## src/rtl/v_act_pkg.sv

```systemverilog
// Shared types and the per-lane activation function for the leaky-ReLU stream stage.
// The lane function works at a fixed wide width so any element width up to 32 bits can use it.
package v_act_pkg;

  typedef enum logic [1:0] {
    BYPASS = 2'd0,
    RELU   = 2'd1,
    LEAKY  = 2'd2
  } act_mode_e;

  typedef enum logic [1:0] {
    IDLE = 2'd0,
    PROC = 2'd1,
    EMIT = 2'd2
  } fsm_state_e;

  localparam int ACC_W = 32;

  // Code 3 is reserved and behaves as LEAKY.
  function automatic act_mode_e decode_mode(input logic [1:0] mode);
    case (mode)
      2'd0:    return BYPASS;
      2'd1:    return RELU;
      default: return LEAKY;
    endcase
  endfunction

  function automatic logic signed [ACC_W-1:0] act_lane(
    input logic signed [ACC_W-1:0] x,
    input act_mode_e               mode,
    input logic [4:0]              shift
  );
    logic signed [ACC_W-1:0] y;
    y = x;
    if (x < 0) begin
      case (mode)
        BYPASS:  y = x;
        RELU:    y = '0;
        default: y = x >>> shift;
      endcase
    end
    return y;
  endfunction

endpackage

```

## src/rtl/vec_ring_buf.sv

```systemverilog
// Ring buffer of whole vectors with a show-ahead head output (zero while empty).
// Pop on empty is ignored; push on full is only taken when a pop frees the slot in the same cycle.
module vec_ring_buf
  import v_act_pkg::*;
#(
  parameter int VecElements = 16,
  parameter int NBits       = 12,
  parameter int Depth       = 2
) (
  input  logic                                clk,
  input  logic                                srst,
  input  logic                                push,
  input  logic [VecElements-1:0][NBits-1:0]   push_data,
  input  logic                                pop,
  output logic                                full,
  output logic                                empty,
  output logic [VecElements-1:0][NBits-1:0]   head
);

  localparam int PW = (Depth > 1) ? $clog2(Depth) : 1;
  localparam int CW = $clog2(Depth + 1);

  logic [VecElements-1:0][NBits-1:0] mem [Depth];
  logic [PW-1:0] rd_ptr_reg;
  logic [PW-1:0] wr_ptr_reg;
  logic [CW-1:0] count_reg;
  logic          do_push;
  logic          do_pop;

  assign full    = (count_reg == CW'(Depth));
  assign empty   = (count_reg == '0);
  assign do_pop  = pop && !empty;
  assign do_push = push && (!full || do_pop);
  assign head    = empty ? '0 : mem[rd_ptr_reg];

  always_ff @(posedge clk) begin
    if (do_push) begin
      mem[wr_ptr_reg] <= push_data;
    end
  end

  always_ff @(posedge clk) begin
    if (srst) begin
      rd_ptr_reg <= '0;
      wr_ptr_reg <= '0;
      count_reg  <= '0;
    end else begin
      if (do_push) begin
        wr_ptr_reg <= (wr_ptr_reg == PW'(Depth - 1)) ? '0 : wr_ptr_reg + 1'b1;
      end
      if (do_pop) begin
        rd_ptr_reg <= (rd_ptr_reg == PW'(Depth - 1)) ? '0 : rd_ptr_reg + 1'b1;
      end
      case ({do_push, do_pop})
        2'b10:   count_reg <= count_reg + 1'b1;
        2'b01:   count_reg <= count_reg - 1'b1;
        default: count_reg <= count_reg;
      endcase
    end
  end

endmodule

```

## src/rtl/v_leakyrelu_stream.sv

```systemverilog
// Streaming vector leaky-ReLU stage: input buffer -> chunked in-place transform -> output buffer.
// One vector every NCH+1 cycles; mode is latched when a vector leaves the input buffer.
module v_leakyrelu_stream
  import v_act_pkg::*;
#(
  parameter int VecElements   = 16,
  parameter int ChunkElements = 4,
  parameter int NBits         = 12,
  parameter int SlopeShift    = 3,
  parameter int InDepth       = 2,
  parameter int OutDepth      = 2,
  parameter int CountBits     = 16
) (
  input  logic                              clk_in,
  input  logic                              rst_in,
  input  logic                              in_data_ready,
  input  logic [VecElements-1:0][NBits-1:0] in_data_top,
  input  logic [1:0]                        mode_in,
  input  logic                              rd_out_top,
  output logic                              module_ready,
  output logic                              out_data_valid,
  output logic [VecElements-1:0][NBits-1:0] out_data_top,
  output logic                              busy,
  output logic [CountBits-1:0]              vec_count,
  output logic                              drop_err
);

  localparam int NCH = VecElements / ChunkElements;
  localparam int CHW = (NCH > 1) ? $clog2(NCH) : 1;
  localparam int LW  = (VecElements > 1) ? $clog2(VecElements) : 1;

  typedef logic [VecElements-1:0][NBits-1:0] vec_t;

  fsm_state_e           state_reg, state_next;
  vec_t                 work_reg, work_next;
  logic [CHW-1:0]       chunk_reg, chunk_next;
  act_mode_e            mode_reg, mode_next;
  logic [CountBits-1:0] vec_count_reg;
  logic                 drop_err_reg;

  logic in_full, in_empty, out_full, out_empty;
  logic in_push, in_pop, out_push;
  vec_t in_head, out_head;

  assign in_push = in_data_ready && !in_full;

  vec_ring_buf #(
    .VecElements(VecElements),
    .NBits      (NBits),
    .Depth      (InDepth)
  ) u_in_buf (
    .clk      (clk_in),
    .srst     (rst_in),
    .push     (in_push),
    .push_data(in_data_top),
    .pop      (in_pop),
    .full     (in_full),
    .empty    (in_empty),
    .head     (in_head)
  );

  vec_ring_buf #(
    .VecElements(VecElements),
    .NBits      (NBits),
    .Depth      (OutDepth)
  ) u_out_buf (
    .clk      (clk_in),
    .srst     (rst_in),
    .push     (out_push),
    .push_data(work_reg),
    .pop      (rd_out_top),
    .full     (out_full),
    .empty    (out_empty),
    .head     (out_head)
  );

  // Only the ChunkElements lanes of the current chunk go through the activation each cycle.
  logic [LW-1:0]          lane_idx [ChunkElements];
  logic signed [NBits-1:0] lane_res [ChunkElements];

  for (genvar gi = 0; gi < ChunkElements; gi++) begin : g_lane
    assign lane_idx[gi] = LW'(int'(chunk_reg) * ChunkElements + gi);
    assign lane_res[gi] = NBits'(act_lane(ACC_W'(signed'(work_reg[lane_idx[gi]])),
                                          mode_reg, 5'(SlopeShift)));
  end

  always_comb begin
    state_next = state_reg;
    work_next  = work_reg;
    chunk_next = chunk_reg;
    mode_next  = mode_reg;
    in_pop     = 1'b0;
    out_push   = 1'b0;
    case (state_reg)
      IDLE: begin
        if (!in_empty) begin
          in_pop     = 1'b1;
          work_next  = in_head;
          mode_next  = decode_mode(mode_in);
          chunk_next = '0;
          state_next = PROC;
        end
      end
      PROC: begin
        for (int i = 0; i < ChunkElements; i++) begin
          work_next[lane_idx[i]] = lane_res[i];
        end
        chunk_next = chunk_reg + 1'b1;
        if (chunk_reg == CHW'(NCH - 1)) begin
          state_next = EMIT;
        end
      end
      EMIT: begin
        // A full output buffer holds the finished vector here until space opens.
        if (!out_full) begin
          out_push = 1'b1;
          if (!in_empty) begin
            in_pop     = 1'b1;
            work_next  = in_head;
            mode_next  = decode_mode(mode_in);
            chunk_next = '0;
            state_next = PROC;
          end else begin
            state_next = IDLE;
          end
        end
      end
      default: state_next = IDLE;
    endcase
  end

  always_ff @(posedge clk_in) begin
    if (rst_in) begin
      state_reg     <= IDLE;
      work_reg      <= '0;
      chunk_reg     <= '0;
      mode_reg      <= BYPASS;
      vec_count_reg <= '0;
      drop_err_reg  <= 1'b0;
    end else begin
      state_reg <= state_next;
      work_reg  <= work_next;
      chunk_reg <= chunk_next;
      mode_reg  <= mode_next;
      if (out_push) begin
        vec_count_reg <= vec_count_reg + 1'b1;
      end
      if (in_data_ready && in_full) begin
        drop_err_reg <= 1'b1;
      end
    end
  end

  assign module_ready   = !in_full;
  assign out_data_valid = !out_empty;
  assign out_data_top   = out_head;
  assign busy           = (state_reg != IDLE);
  assign vec_count      = vec_count_reg;
  assign drop_err       = drop_err_reg;

endmodule

```

## config.mk

```make
export PLATFORM = sky130hd
export DESIGN_NAME = v_leakyrelu_stream
export DESIGN_NICKNAME = d
export VERILOG_FILES = /design/src/rtl/v_act_pkg.sv /design/src/rtl/vec_ring_buf.sv /design/src/rtl/v_leakyrelu_stream.sv
export SDC_FILE = /design/constraint.sdc
export NUM_CORES = 1
export LEC_CHECK = 0
export ABC_AREA = 0
export CAP_MARGIN = 20
export CORE_MARGIN = 5
export CORE_UTILIZATION = 40
export CTS_CLUSTER_DIAMETER = 120
export DETAILED_ROUTE_END_ITERATION = 10
export SYNTH_ARGS = -nofsm -noshare
export SYNTH_HDL_FRONTEND = slang
export SYNTH_SLANG_ARGS = --single-unit
export TNS_END_PERCENT = 30
```

## constraint.sdc

```tcl
create_clock -name clk_in -period 10.84 [get_ports clk_in]
set_input_delay 2.168 -clock clk_in [delete_from_list [all_inputs] [get_ports clk_in]]
set_output_delay 2.168 -clock clk_in [all_outputs]
set_load 0.005 [all_outputs]
```

# Word-level counts from Yosys, hierarchy flattened
# Memory sizes are Yosys's and may differ from the RTL's. A register that Yosys moved wholly into a read port is not among the register bits.
# Cells that the tools add are included.
# totals
reg_bits,223
ramBits,768
input_bits,198
out_inout_bits,212
memories,2
# classes
add_sub_neg,13
n_lt_le_gt_ge,12
eq_ne,14
muxes,63
n_reduce_logical,29
# mem_list
name,words,word_bits,rd,rd_ports_with_merged_regs,wr,line_no,source
u_in_buf.mem,2,192,1,1,1,vec_ring_buf.sv:23,logic [VecElements-1:0][NBits-1:0] mem [Depth];
u_out_buf.mem,2,192,1,1,1,vec_ring_buf.sv:23,
# ops
cell,n
$bwmux 192,4
$mux 192,3
$pmux 192 s3,1
$bmux 12 s4,3
$demux 12 s4,3
$mux 12,12
$pmux 12 s2,4
$lt 12x1->1 const B,4
$bmux 12 s2,1
$demux 12 s2,1
$lt 4x5->1 const B,4
$mux 1,17
$add 16x1->16 const B,1
$ge 4x1->1 const B,4
$pmux 2 s2,4
$mux 2,7
$eq 2x2->1 const B,6
$pmux 2 s3,2
$eq 2x1->1 const B,5
$logic_and 1x1->1,10
$logic_not 2->1,5
$add 4x2->4 const B,2
$reduce_bool 2->1,4
$add 2x1->2 const B,3
other kinds (10),21

# Longest topological paths before layout
# logic_depth
depth_word,9
mapped_depth,11

# Cells and area by module
# From an unflattened synthesis, not the netlist that was laid out.
# hier_totals
hier_cells,2847
hier_area_um2,40408.8
# modules_own_cells
mod,instances,cells_per_inst,area_per_inst_um2,seq_area_each_um2
vec_ring_buf,2,841,14706.6,11631.2
v_leakyrelu_stream,1,1165,10995.5,4304.1

# Worst setup path before layout
# Ideal clock, no wire load.
# synth_timing
kind,in2reg
start,in in_data_ready
end,mem u_in_buf.mem[0][0] in the netlist's numbering (enable)
setup_time_ns,0.747
t_arrival_ns,10.221
required_time_ns,10.093
path_slack_ns,-0.128
cell_stages,2
path_cell_list,nand2_1 nor2_1
# synth_between
elab_chain_len,4
# synth_lines
item,line_no,source
from (decl),v_leakyrelu_stream.sv:16,"input logic in_data_ready,"
$logic_and 1x1->1,v_leakyrelu_stream.sv:45,assign in_push = in_data_ready && !in_full;
$logic_and 1x1->1,vec_ring_buf.sv:33,assign do_push = push && (!full || do_pop);
$mux 1,vec_ring_buf.sv:37,if (do_push) begin
$mux 1 (implied by the code),vec_ring_buf.sv:38,mem[wr_ptr_reg] <= push_data;
to (decl),vec_ring_buf.sv:23,
# No other way between the ends.

==> results.ini <==
[power]
clkPwrFrac_pct=31.0
p_total_mw=11.4
ir_drop_mv=0.154
p_leak_nw=15.4
internal_power_mw=7.84
p_seq_share_pct=46.7
pwr-share-comb_pct=22.2
p_sw_share_pct=31.3
p_sw_mw=3.58
powerDensity_nw_per_um2=238

[place]
dp_hpwl_um=76900
port_buffers=409
place.gp.congestion=0.833

[worst_setup_path]
crit_type=flip-flop to output port
cp-end-kind=output port
crit_required_ns=8.67
cp_slowest_cell=buf_4
max_stage_delay_ns=0.89
worstPathArrival_ns=3.80
worstSetupStartpointType=flip-flop
path_max_fanout=133
cp_cell_sequence=buf_12 > buf_4 > mux2i_1 > nor2_1 > clkdlybuf4s50_1

[route]
first_iter_violations=2250
wl_um=117000
drc=0
ant_nets=0
routedWlPerCell_um=27.4
via_count=24100
dr.pass1.iters=7
vias_per_cell=5.64

[clocking]
cts_setup_buffers=0
cts_hold_buffers=0
root_buffer=clkbuf_16
cts.htree.levels=3
post_cts_resized=0
clkSinkCount=993
clk_pin_slew_ns=0.07
clock_latency_ns=0.68
cts_buffer_depth=3
cts_made_buffers=101
tritoncts=done

[sta]
setup_viol=0
tightest_slew_ns=1.32
max_slew_margin_pct=11.9
fin_crit_sh_pct=55.1
fmax_mhz=168
fin_skew_ns=0.0511
min_period_ns=5.97
worst_hold_slack_ns=0.486
hold_viol=0
tns_ns=0
rsz0062_at_grt=no
drv_slew=0

[synth]
syn_avg_cell_area_sq_um=15.5
synth_top_area_share_pct=58.8
syn_inst=2538
synth_area_leaders=edfxtp_1 (59%), dfxtp_1 (11%), mux2i_1 (9.8%)
yosysWarnings=0
ys_seq_elements=993
synth_top_area_cell=edfxtp_1
yosys_most_used_dff=edfxtp_1
seq_area_frac_synth_pct=70.2
synth_edf_count=768
async_flop_share_pct=0
netlist_area_sq_um=39300
ys_types=61
syn-num-nets=2743

[global_route]
antenna_found_initial=9
grt_max_degree=194
global_route.overflow_total=0
grt_pass1_wl_um=168000
grt.total_usage_pct=21.8
grt_pass1_vias=24500

[die]
die_y_um=323
rows=115
die_w_um=323
start_util_pct=40.1
core_sq_um=97800
ios=410
die-area_sq_um=104000

[finish]
utilization_pct=49.1
drive_gt1_share_pct=11.0
fillers=8304
nNetsFinal=3104
area_growth_pct=22.3
final_cell_mix=edfxtp_1 (768), clkdlybuf4s50_1 (408), mux2i_1 (383), nor2_1 (271), dfxtp_1 (221)
final_common_cell=edfxtp_1

[flow_run]
maxCapViolCount=0

[min_path]
min_path_type=flip-flop to flip-flop

[run_status]
status=completed

-- path summary, 6_finish.rpt --
check	from	slack, ns	depth (start not counted)	endpoint
setup / recovery	flip-flop	4.87	5	out_data_top[69]
hold / removal	work_reg[54]$_SDFFE_PP0P_	0.49	0	u_out_buf.mem[0][54]$_DFFE_PP_
setup reg to reg	state_reg[1]$_SDFFE_PP0P_	6.90	6	u_out_buf.mem[0][73]$_DFFE_PP_
hold reg to reg	work_reg[54]$_SDFFE_PP0P_	0.49	0	u_out_buf.mem[0][54]$_DFFE_PP_
-- metrics by stage --
step	setup slack [ns]	cells	area, sq um
after floorplan	1.10	2538	39300
after global placement	5.82	4082	44500
final	4.87	4274	48000
after CTS	5.03	4271	48000
after global routing	4.72	4272	48000
after detailed placement	5.73	4082	44500
-- per-layer routing --
metal	global-route usage (%)	part of all wire [%]	wire length [um]
met5	0	0.022	26
met3	4.30	6.7	7860
met2	36.6	49	57400
met1	29.3	42	49200
met4	5.31	2.2	2520
-- Yosys cell counts (9+ instances only) --
master and number:
a2111oi_1 12, o211a_1 23, o221a_1 61, a21oi_1 107
nor2b_1 9, mux4_2 48, o221a_2 26, and2_1 10
a2111oi_2 9, nand2_1 14, clkbuf_1 119, buf_2 33
nor4_1 11, a2111oi_0 21, nor3_1 84, mux2i_1 383
a22o_1 35, mux2_2 15, buf_1 26, a211oi_1 24
o21ai_0 36, inv_1 11, or3_1 12, edfxtp_1 768
dfxtp_1 225, a21boi_2 12, nor2_1 274, o311ai_0 23
-- cells by family (layout without fill, tap and decap cells) --
kind of cell             count (synthesis)  in the layout  share of synthesized area [%]
AO/OA/AOI/OAI                          432            432                           9.00
XOR/XNOR                                12             12                          0.268
adder cells (fa/ha/maj)                  7              7                          0.223
buffers and inverters                  203            650                           2.30
flip-flops                             993            993                           70.2
multiplexers                           446            446                           13.0
other                                    0              2                              0
AND/OR/NAND/NOR                        445            445                           5.03
-- critical path, delay by kind of cell (launching register included) --
family	cells	cell delay (ns)
buffers and inverters	3	2.03
flip-flops	1	0.35
multiplexers	1	0.19
AND/OR/NAND/NOR	1	0.17
-- area by class of cell --
cell class	count	area [sq um]	area share (%)
flip-flops and latches	993	27600	57.4
repair buffers	449	4450	9.27
clock buffers	133	2810	5.86
well taps	1287	1610	3.35
diodes	2	5.00	0.0104
clock inverters	56	643	1.34
inverters	12	50.0	0.104
multi-input cells	1342	10900	22.6
-- power by group through the flow --
stage,Clock (mW),Sequential (mW),Combinational (mW)
6_report,3.55,5.34,2.54
3_5_place_dp,0,5.41,2.55
5_1_grt,3.77,5.39,2.71
4_1_cts,3.61,5.33,2.56
3_3_place_gp,0,5.37,2.51
2_1_floorplan,0,5.12,1.77
Power figures use the tool's default switching activity.
==> variant 1: new RTL, same settings <==
Add an input register stage for `mode_in`, cleared by the reset; this delays it by one clock. The other inputs are not delayed to match.
--- a/src/rtl/v_leakyrelu_stream.sv
+++ b/src/rtl/v_leakyrelu_stream.sv
@@ -30,6 +30,16 @@
   localparam int LW  = (VecElements > 1) ? $clog2(VecElements) : 1;
 
   typedef logic [VecElements-1:0][NBits-1:0] vec_t;
+
+  logic [1:0] mode_q;
+
+  always_ff @(posedge clk_in) begin
+    if (rst_in) begin
+      mode_q <= '0;
+    end else begin
+      mode_q <= mode_in;
+    end
+  end
 
   fsm_state_e           state_reg, state_next;
   vec_t                 work_reg, work_next;
@@ -96,7 +106,7 @@
         if (!in_empty) begin
           in_pop     = 1'b1;
           work_next  = in_head;
-          mode_next  = decode_mode(mode_in);
+          mode_next  = decode_mode(mode_q);
           chunk_next = '0;
           state_next = PROC;
         end
@@ -117,7 +127,7 @@
           if (!in_empty) begin
             in_pop     = 1'b1;
             work_next  = in_head;
-            mode_next  = decode_mode(mode_in);
+            mode_next  = decode_mode(mode_q);
             chunk_next = '0;
             state_next = PROC;
           end else begin
Formal check against the unedited RTL: same outputs for any inputs over 4 cycles, from zero or initial values and one cycle with rst_in high; that may be too few to reach the edited logic, so the function may still have changed.
==> variant 1 against the original RTL <==
Wire length rose by 4.2%. Sequential cell count grew 2. Final cell count about the same. Setup slack improved by 310 ps. Cell area increased by 0.15%. Synthesized area rose by 0.30%. Critical path depth shrank 1. Total power up 0.53%. Largest power group unchanged.
==> variant 1: results <==
metrics = {
    "status": {
        "status": "finished clean",
    },
    "sta": {
        "setup_tns_ps": 0,
        "skew_ps": 17.80,
        "fmax_mhz": 176.6,
        "tightest_slew_ps": 1190,
    },
    "worst_hold_path": {
        "hold_depth": 0,
        "min_to": "u_out_buf.mem[0][101]$_DFFE_PP_",
        "hp-start": "work_reg[101]$_SDFFE_PP0P_",
    },
    "global_route": {
        "grt_use_total_pct": 22.56,
        "grt_pass1_vias": 25020,
        "antenna_found_initial": 12,
        "grt_max_degree": 194,
        "grt_pass1_wl_um": 174300,
    },
    "placement": {
        "post-place-ws_ps": 5764,
        "io_buffers": 409,
        "gp_congestion": 0.8338,
        "hpwl_um": 77740,
    },
    "cells_and_area": {
        "multi_input_area_share_pct": 22.73,
        "inverters_excl_clock": 8,
        "layout.nonclk_buf_share_pct": 9.301,
        "final-clk-cell-share_pct": 7.072,
        "seqCellArea_mm2": 0.02762,
        "nNonClkBuffers": 445,
        "n_antenna_cell": 8,
        "fillCellCount": 8296,
        "drive_gt1_share_pct": 13.60,
        "seq_cells": 995,
        "clkbuf_count": 136,
        "fin_nets": 3092,
        "comb.multi_input.count": 1334,
    },
    "drt": {
        "firstDrtPassIters": 5,
        "routed_wirelength_um": 121900,
        "vias_per_cell": 5.762,
        "first_iter_violations": 2328,
    },
    "power_and_ir_drop": {
        "leakage_uw": 0.01559,
        "peakVddDrop_v": 0.0001198,
        "netSwitchingPower_uw": 3607,
        "powerComb_uw": 2590,
    },
    "synthesis": {
        "synthTopCellsByCount": "edfxtp_1 (768), mux2i_1 (376), nor2_1 (229)",
        "ys_types": 55,
        "ys_seq_area_share_pct": 70.13,
        "ys_async_sr_fraction_pct": 0,
        "synth_nets": 2736,
        "synth_area_leaders": "edfxtp_1 (59%), dfxtp_1 (12%), mux2i_1 (9.6%)",
    },
    "critical_path": {
        "arrival_ps": 3490,
        "slowest_stage": "buf_4",
        "cp_max_fo": 58,
        "endpoint": "out_data_top[110]",
        "max_stage_delay_ps": 840,
        "r2r-end": "u_out_buf.mem[0][168]$_DFFE_PP_",
        "critical_path.reg2reg.startpoint": "u_out_buf.count_reg[0]$_SDFFE_PP0P_",
    },
    "clock_network": {
        "cts_buffers": 103,
    },
}
variant 1: routing by layer:
layer / up-vias / share of wire, % / track usage, %
li1: 10680 / - / -
met1: 12670 / 42 / 30.57
met3: 193 / 6.9 / 4.617
met2: 1074 / 48 / 37.00
met5: - / 0.016 / 0
met4: 2 / 3.0 / 6.966
variant 1: per-stage QoR:
stage	instance area (µm²)	hold WS [ps]	instances	total power [µW]	utilization, %
floorplan	39370	426.7	2531	6937	-
global placement	44600	456.5	4066	7907	45.52
detailed placement	44640	457.8	4068	7993	45.56
CTS	48040	471.8	4263	11530	49.03
global route	48080	495.8	4267	11900	49.06
finish	48090	475.1	4272	11480	49.08
variant 1: logic make-up after synthesis:
kind of cell	count (synthesis)	synth area share [%]
xor gates and xnor gates	15	0.3337
and+or+nand+nor	418	4.733
adders and majority gates	7	0.2225
DFF	995	70.13
AOI/OAI and AO/OA	442	9.154
muxes	452	13.11
buffers and inverters	202	2.323
==> variant 2: new RTL, config.mk and constraints unchanged <==
Without the edit above. Set the parameter `OutDepth` to 1 (it was 2).
--- a/src/rtl/v_leakyrelu_stream.sv
+++ b/src/rtl/v_leakyrelu_stream.sv
@@ -8,7 +8,7 @@
   parameter int NBits         = 12,
   parameter int SlopeShift    = 3,
   parameter int InDepth       = 2,
-  parameter int OutDepth      = 2,
+  parameter int OutDepth      = 1,
   parameter int CountBits     = 16
 ) (
   input  logic                              clk_in,
Check against the original RTL: same outputs for any inputs over 4 cycles, from zero or initial values and one cycle with rst_in high; that may be too few to reach the edited logic, so the function may still have changed.
==> variant 2 against the original RTL <==
Synthesized area fell by 18%. Sequential cell count fell by 196. Die area fell by 18%. Sequential share of layout area fell by 3.0 points. Wire length fell by 14%. Total power fell by 14%. Setup slack improved by 910 ps. Cell area fell by 17%. Critical path type unchanged. Largest power group unchanged.
==> variant 2: results <==
metrics = {
    "critical_path": {
        "worst-r2r-setup-slack_ps": 6820,
        "critical_path.reg2reg.startpoint": "chunk_reg[0]$_SDFFE_PP0P_",
        "r2r-end": "work_reg[26]$_SDFFE_PP0P_",
        "endpoint": "out_data_top[89]",
        "slowest_stage": "dfxtp_4",
        "arrival_ps": 2890,
        "r2r_cells": 8,
        "cp_max_fo": 128,
        "max_stage_delay_ps": 740,
    },
    "power_and_ir_drop": {
        "pwr-share-seq_pct": 43.5,
        "combPwrFrac_pct": 25.4,
        "peakVddDrop_v": 0.0001014,
        "p_sw_share_pct": 32.11,
    },
    "sta": {
        "skew_ps": 21.62,
        "tightest_slew_ps": 1171,
    },
    "clock_network": {
        "cts_buffers": 86,
        "htree_levels": 3,
        "insertion_delay_ps": 620,
    },
    "placement": {
        "gp_congestion": 0.8283,
        "hpwl_um": 65360,
        "dpl_cell_area_mm2": 0.03694,
    },
    "worst_hold_path": {
        "hp-start": "work_reg[27]$_SDFFE_PP0P_",
        "hold_class": "flop to flop",
        "min_to": "u_out_buf.mem[0][27]$_DFFE_PP_",
    },
    "synthesis": {
        "ys_seq_area_share_pct": 67.89,
        "synth_edf_count": 576,
        "ys_types": 57,
        "synth_nets": 2456,
        "synth_compound_area_share_pct": 10.05,
        "synthTopCellsByCount": "edfxtp_1 (576), dfxtp_1 (221), a21oi_1 (200)",
        "synthAdderAreaFrac_pct": 0.2346,
        "synth-xor-area-share_pct": 0.3559,
        "synthMuxAreaShare_pct": 10.13,
    },
    "drt": {
        "first_iter_violations": 2042,
        "firstDrtPassIters": 5,
        "vias": 21310,
        "wl_per_cell_um": 26.89,
    },
    "cells_and_area": {
        "fin_nets": 2801,
        "drive_gt1_share_pct": 11.58,
    },
    "floorplan": {
        "die_w_um": 292.8,
    },
    "global_route": {
        "antenna_found_initial": 20,
        "grt_max_degree": 155,
        "grt_use_total_pct": 22.60,
    },
    "status": {
        "status": "finished clean",
    },
}
==> variant 2: layout make-up <==
| cell class | count | area [µm²] |
|---|---|---|
| Inverter | 8 | 30.03 |
| Multi-Input combinational cell | 1264 | 9528 |
| Timing Repair Buffer | 440 | 4360 |
| Tap cell | 1050 | 1314 |
| Sequential cell | 797 | 21740 |
| Antenna cell | 10 | 25.02 |
| Clock inverter | 50 | 596.8 |
| Fill cell | 6748 | 39190 |
| Clock buffer | 109 | 2351 |
==> variant 2: metal layers <==
metal / up-vias / share of wire (%) / track usage, % / wire [µm]
met5: - / 0.092 / 0 / 92
met4: 12 / 3.3 / 8.324 / 3275
met3: 176 / 7.9 / 5.133 / 7914
met2: 956 / 47 / 35.69 / 47220
met1: 10690 / 42 / 30.88 / 41750
li1: 9476 / - / - / -
==> variant 2: per-stage QoR <==
stage / util [%] / instances / setup WS, ps / hold WS, ps / power (µW)
after floorplan: - / 2252 / 1887 / 422.1 / 5875
after global placement: 46.68 / 3558 / 5698 / 432.4 / 6719
after detailed placement: 46.68 / 3558 / 5680 / 437.1 / 6784
after CTS: 50.41 / 3717 / 5382 / 453.9 / 9825
after global routing: 50.47 / 3725 / 5617 / 464.8 / 10180
final: 50.48 / 3728 / 5780 / 454.9 / 9771
==> variant 2: logic make-up (layout without fill, tap and decap cells) <==
logic type / count (synthesis) / after routing
buffers and inverters: 191 / 607
flip-flops: 797 / 797
AND/OR/NAND/NOR: 480 / 480
adder cells (fa/ha/maj): 6 / 6
multiplexers: 249 / 249
other: 0 / 10
XOR/XNOR: 13 / 13
AO/OA/AOI/OAI: 516 / 516
==> variant 2: worst register-to-register path, cell delays in order (launching register included) <==
cell     delay [ps]
dfxtp_4         510
buf_4           850
inv_1           230
ha_1            280
and3b_1         440
a21oi_4         610
buf_4           640
a21oi_1         190
o22ai_1         160
